**config.mk**
```make
export PLATFORM = sky130hd
export DESIGN_NAME = hazard_stall_unit
export DESIGN_NICKNAME = d
export VERILOG_FILES = /design/src/rtl/hazard_pkg.sv /design/src/rtl/muldiv_busy_ctr.sv /design/src/rtl/hazard_stall_unit.sv
export SDC_FILE = /design/constraint.sdc
export NUM_CORES = 1
export LEC_CHECK = 0
export BUFFER_PORTS_ARGS = -buffer_cell sky130_fd_sc_hd__buf_2
export CORE_MARGIN = 2
export CORE_UTILIZATION = 28
export CTS_CLUSTER_DIAMETER = 60
export CTS_CLUSTER_SIZE = 8
export DETAILED_ROUTE_END_ITERATION = 12
export GPL_TIMING_DRIVEN = 0
export PLACE_DENSITY_LB_ADDON = 0.08
export SLEW_MARGIN = 30
export SYNTH_ARGS = -nofsm -noshare
export SYNTH_HDL_FRONTEND = slang
export SYNTH_SLANG_ARGS = --single-unit
```
**constraint.sdc**
```tcl
create_clock -name clk -period 5.77 [get_ports clk]
set_input_delay 1.4425 -clock clk [delete_from_list [all_inputs] [get_ports clk]]
set_output_delay 1.4425 -clock clk [all_outputs]
set_load 0.05 [all_outputs]
```
**src/rtl/hazard_pkg.sv**
```systemverilog
// Shared encodings and the register-match helper for the pipeline hazard stall unit.
package hazard_pkg;

  typedef enum logic [1:0] {
    CAUSE_NONE   = 2'd0,
    CAUSE_LOAD   = 2'd1,
    CAUSE_BRANCH = 2'd2,
    CAUSE_HILO   = 2'd3
  } stall_cause_t;

  localparam logic [4:0] REG_ZERO = 5'd0;

  // A producer register r hazards the ID instruction only if ID actually reads it; $0 never does.
  function automatic logic reg_match(input logic [4:0] r,
                                     input logic [4:0] rs, input logic uses_rs,
                                     input logic [4:0] rt, input logic uses_rt);
    return (r != REG_ZERO) && (((r == rs) && uses_rs) || ((r == rt) && uses_rt));
  endfunction

endpackage

```
**src/rtl/muldiv_busy_ctr.sv**
```systemverilog
// Countdown of cycles until HI/LO become readable after a mult/div leaves ID.
module muldiv_busy_ctr #(
  parameter int LAT   = 4,
  parameter int CNT_W = 3
) (
  input  logic clk,
  input  logic rst,
  input  logic issue,
  output logic busy
);

  logic [CNT_W-1:0] count;

  // Issue is only possible at zero, so load and decrement never compete.
  always_ff @(posedge clk or posedge rst) begin
    if (rst) begin
      count <= '0;
    end else if (issue) begin
      count <= CNT_W'(LAT);
    end else if (count != '0) begin
      count <= count - CNT_W'(1);
    end else begin
      count <= count;
    end
  end

  assign busy = (count != '0);

endmodule

```
**src/rtl/hazard_stall_unit.sv**
```systemverilog
// Stall/flush controller for load-use, branch-in-ID and HI/LO busy hazards.
// Optional per-cause stall statistics are enabled by defining HAZARD_STATS_EN.
module hazard_stall_unit
  import hazard_pkg::*;
#(
  parameter int MULDIV_LAT = 4,
  parameter int CNT_W      = 3
`ifdef HAZARD_STATS_EN
  , parameter int STAT_W   = 32
`endif
) (
  input  logic        clk,
  input  logic        rst,
  input  logic [4:0]  D_rs,
  input  logic [4:0]  D_rt,
  input  logic        D_uses_rs,
  input  logic        D_uses_rt,
  input  logic        D_is_branch,
  input  logic        D_br_taken,
  input  logic        D_is_muldiv,
  input  logic        D_reads_hilo,
  input  logic [4:0]  X_writeReg,
  input  logic        X_RW,
  input  logic        X_memRead,
  input  logic [4:0]  M_writeReg,
  input  logic        M_memRead,
  output logic        stall_F,
  output logic        stall_D,
  output logic        flush_X,
  output logic        flush_D,
  output logic [1:0]  stall_cause,
`ifdef HAZARD_STATS_EN
  output logic [STAT_W-1:0] stat_load,
  output logic [STAT_W-1:0] stat_branch,
  output logic [STAT_W-1:0] stat_hilo,
`endif
  output logic        muldiv_busy
);

  logic x_match;
  logic m_match;
  logic load_haz;
  logic branch_haz;
  logic hilo_haz;
  logic stall;
  stall_cause_t cause;

  assign x_match = reg_match(X_writeReg, D_rs, D_uses_rs, D_rt, D_uses_rt);
  assign m_match = reg_match(M_writeReg, D_rs, D_uses_rs, D_rt, D_uses_rt);

  // Branches compare in ID, so an EX ALU result or a MEM load result is still too late to bypass.
  assign load_haz   = X_memRead && x_match;
  assign branch_haz = D_is_branch && ((X_RW && x_match) || (M_memRead && m_match));
  assign hilo_haz   = (D_reads_hilo || D_is_muldiv) && muldiv_busy;
  assign stall      = load_haz || branch_haz || hilo_haz;

  muldiv_busy_ctr #(
    .LAT   (MULDIV_LAT),
    .CNT_W (CNT_W)
  ) u_busy_ctr (
    .clk   (clk),
    .rst   (rst),
    .issue (D_is_muldiv && !stall),
    .busy  (muldiv_busy)
  );

  // Cause priority: load over branch over HI/LO.
  always_comb begin
    cause = CAUSE_NONE;
    if (load_haz) begin
      cause = CAUSE_LOAD;
    end else if (branch_haz) begin
      cause = CAUSE_BRANCH;
    end else if (hilo_haz) begin
      cause = CAUSE_HILO;
    end else begin
      cause = CAUSE_NONE;
    end
  end

  assign stall_F     = stall;
  assign stall_D     = stall;
  assign flush_X     = stall;
  assign flush_D     = D_br_taken && !stall;
  assign stall_cause = cause;

`ifdef HAZARD_STATS_EN
  // Saturating per-cause stall-cycle counters.
  always_ff @(posedge clk or posedge rst) begin
    if (rst) begin
      stat_load   <= '0;
      stat_branch <= '0;
      stat_hilo   <= '0;
    end else begin
      case (cause)
        CAUSE_LOAD:   if (stat_load   != '1) stat_load   <= stat_load   + STAT_W'(1);
        CAUSE_BRANCH: if (stat_branch != '1) stat_branch <= stat_branch + STAT_W'(1);
        CAUSE_HILO:   if (stat_hilo   != '1) stat_hilo   <= stat_hilo   + STAT_W'(1);
        default: ;
      endcase
    end
  end
`endif

endmodule

```
==> results.sh <==
export IMPL_ant_nets=0
export IMPL_synthMuxAreaShare_pct=0
export IMPL_placement_cell_area_um2=741
export IMPL_synth_area_per_cell_um2=7.60
export IMPL_clockBufferDepth=2
export IMPL_drcViolationCount=0
export IMPL_finalCriticalPeriod_ps=4350
export IMPL_path_max_fanout=3
export IMPL_gp_congestion=0.793
export IMPL_final_cells=135
export IMPL_outcome="finished, final reports clean"
export IMPL_postCtsSetupBuffers=0
export IMPL_rows=15
export IMPL_wl_per_cell_um=9.98
export IMPL_synth_top_family_by_area="XOR/XNOR gates"
export IMPL_post_route_worst_setup_slack_ps=1420
export IMPL_core_um2=1750
export IMPL_worst_pin_slew_ps=391
export IMPL_syn_instance_count=69
export IMPL_largest_reg_flops=3
export IMPL_htreeDepth=1
export IMPL_overflow=0
export IMPL_cts_resized=0
export IMPL_synth_cell_type_count=22
export IMPL_crit_buf_inv=3
export IMPL_path_cells="buf_2, or3_1, o311a_1, nand2_1, nand3_1, buf_4, buf_2"
export IMPL_ys_top_cells_by_area="xnor2_1 (33%), dfrtp_1 (14%), nand2_1 (7.2%), nand4_1 (6.0%), ha_1 (4.8%)"
export IMPL_rsz0062_at_grt="false"
export IMPL_clk_pin_slew_ps=40
export IMPL_first_iter_violations=4
export IMPL_timing_fmax_mhz=230
export IMPL_groute_usage_overall_pct=12.5
export IMPL_syn_area_um2=524
export IMPL_period_share_pct=75.3
export IMPL_power_mw=0.263
export IMPL_synthXorXnorAreaFrac_pct=33.4
export IMPL_detailed_place_hpwl_mm=1.20
export IMPL_crit_path_start_kind="input port"
export IMPL_synth_largest_area_cell="xnor2_1"
export IMPL_drt_pass1_iterations=2
export IMPL_initial_utilization_pct=30.0
export IMPL_final_common_cell="buf_2"
export IMPL_cts_tree="yes"
export IMPL_grt_pass1_vias=527
export IMPL_vias=603
export IMPL_cp_top_family="simple AND/OR/NAND/NOR gates"
export IMPL_path_depth=7
export IMPL_hold_viol=0
export IMPL_synthAdderAreaFrac_pct=4.77
export IMPL_max_slew_margin_rel_pct=73.7
export IMPL_synth_warnings=0
export IMPL_r2r_start="u_busy_ctr.count[0]"
export IMPL_die_area_um2=2230
export IMPL_fillers=193
export IMPL_synth_top_area_share_pct=33.4
export IMPL_cp_startpoint="M_writeReg[0]"
export IMPL_p_leak_nw=0.349
export IMPL_synth_seq_cells=3
export IMPL_top_regs="u_busy_ctr.count (3)"
export IMPL_postLayoutCellArea_um2=767
export IMPL_synth_compound_area_share_pct=18.4
export IMPL_io_buffer_count=37
export IMPL_cts_buffers=3
export IMPL_crit_required_ps=4330
export IMPL_ys_seq_area_share_pct=14.3
export IMPL_grt_pass1_wl_mm=2.02
export IMPL_antennaDiodeCount=0
export IMPL_dp_cells=131
export IMPL_peakVddDrop_mv=0.212
export IMPL_ff_latch_area_um2=75.1
export IMPL_hold_path_startpoint="u_busy_ctr.count[0]"
export IMPL_hold_buffers=0
export IMPL_cts_sinks=3
export IMPL_cts_root_buffer="clkbuf_4"
export IMPL_grt_antenna_before_repair=0
export IMPL_fin_util_pct=43.9
export IMPL_async_flop_share_pct=100
export IMPL_worstSetupPathType="input port to primary output"
export IMPL_via_per_inst=4.47
export IMPL_grt_max_degree=6
export IMPL_area_growth_pct=46.3
export IMPL_die_y_um=47.3
export IMPL_worst_setup_path_end_kind="primary output"
export IMPL_cpMostUsedCell="buf_2"
export IMPL_pre_cts_slack_ps=1430
export IMPL_synth_fp_nets=102
export IMPL_slowest_stage="or3_1"
export IMPL_r2r_setup_slack_ps=4410
export IMPL_drive_gt1_share_pct=39.1
export IMPL_reg2reg_depth=6
export IMPL_fin_tns_setup_ps=0
export IMPL_nets=144
export IMPL_skew_ps=0.662
export IMPL_drv_cap=0
export IMPL_hold_path_depth=2
export IMPL_final_cell_mix="buf_2 (37), xnor2_1 (20), nand2_1 (10)"
export IMPL_multi_input_area_um2=412
export IMPL_critPathArrivalTime_ps=2900
export IMPL_insertion_delay_ps=230
export IMPL_io_pins=38
export IMPL_finalMaxSlewViolations=0
export IMPL_die_width_um=47.3
export IMPL_critPathMaxStageDelay_ps=390
export IMPL_hold_slack_ps=538
export IMPL_synth_simple_area_share_pct=22.0
export IMPL_synth_ff_type="dfrtp_1"
export IMPL_synth_edf_count=0
export IMPL_finalSetupViolations=0
export IMPL_cellPowerDensity_nw_per_um2=343
export IMPL_drt_total_wl_mm=1.35
export IMPL_hold_class="register to register"
export IMPL_largest_register="u_busy_ctr.count"
[power breakdown]
group	internal (mW)	total [mW]	switching, mW	leakage (nW)
logic	0.0643	0.188	0.124	0.298
registers	0.0329	0.0389	0.00599	0.0357
clock network	0.0259	0.0359	0.0100	0.0150
total	0.123	0.263	0.140	0.349
[cell type report]
type | instances | area share, %
Multi-Input combinational cell | 58 | 53.7
Sequential cell | 3 | 9.79
Buffer | 2 | 1.96
Timing Repair Buffer | 37 | 24.1
Clock buffer | 4 | 3.43
Inverter | 6 | 2.94
Tap cell | 25 | 4.08
[tightest hold or removal path: cells and delay by family, from the launching register on]
kind	cells	cell delay (ps)
flip-flops	1	360
AO/OA/AOI/OAI	1	70
AND/OR/NAND/NOR	1	50
[cells by family after synthesis]
| family | Yosys count |
|---|---|
| and+or+nand+nor | 23 |
| DFF | 3 |
| xor gates and xnor gates | 20 |
| AOI/OAI and AO/OA | 13 |
| buffers and inverters | 8 |
| adders and majority gates | 2 |
[synthesized netlist by cell type (2+ instances only)]
library cell,number
nor3_1,2
xnor2_1,20
a21oi_1,3
buf_4,2
inv_1,6
o22ai_1,3
nand2_1,10
o21ai_0,2
dfrtp_1,3
nand4_1,5
ha_1,2
[worst paths after layout]
check | endpoint
hold / removal | u_busy_ctr.count[0]
min in group asynchronous | u_busy_ctr.count[0]
setup / recovery | stall_D
setup reg to reg | u_busy_ctr.count[0]
hold reg to reg | u_busy_ctr.count[0]
max in group asynchronous | u_busy_ctr.count[1]
[routing by layer]
layer	up-vias	global-route usage, %	routed length (um)
li1	323	-	-
met1	251	16.7	668
met2	27	18.9	535
met3	2	3.46	136
met4	0	5.00	7
met5	-	0	0
(Power assumes the default switching activity.)
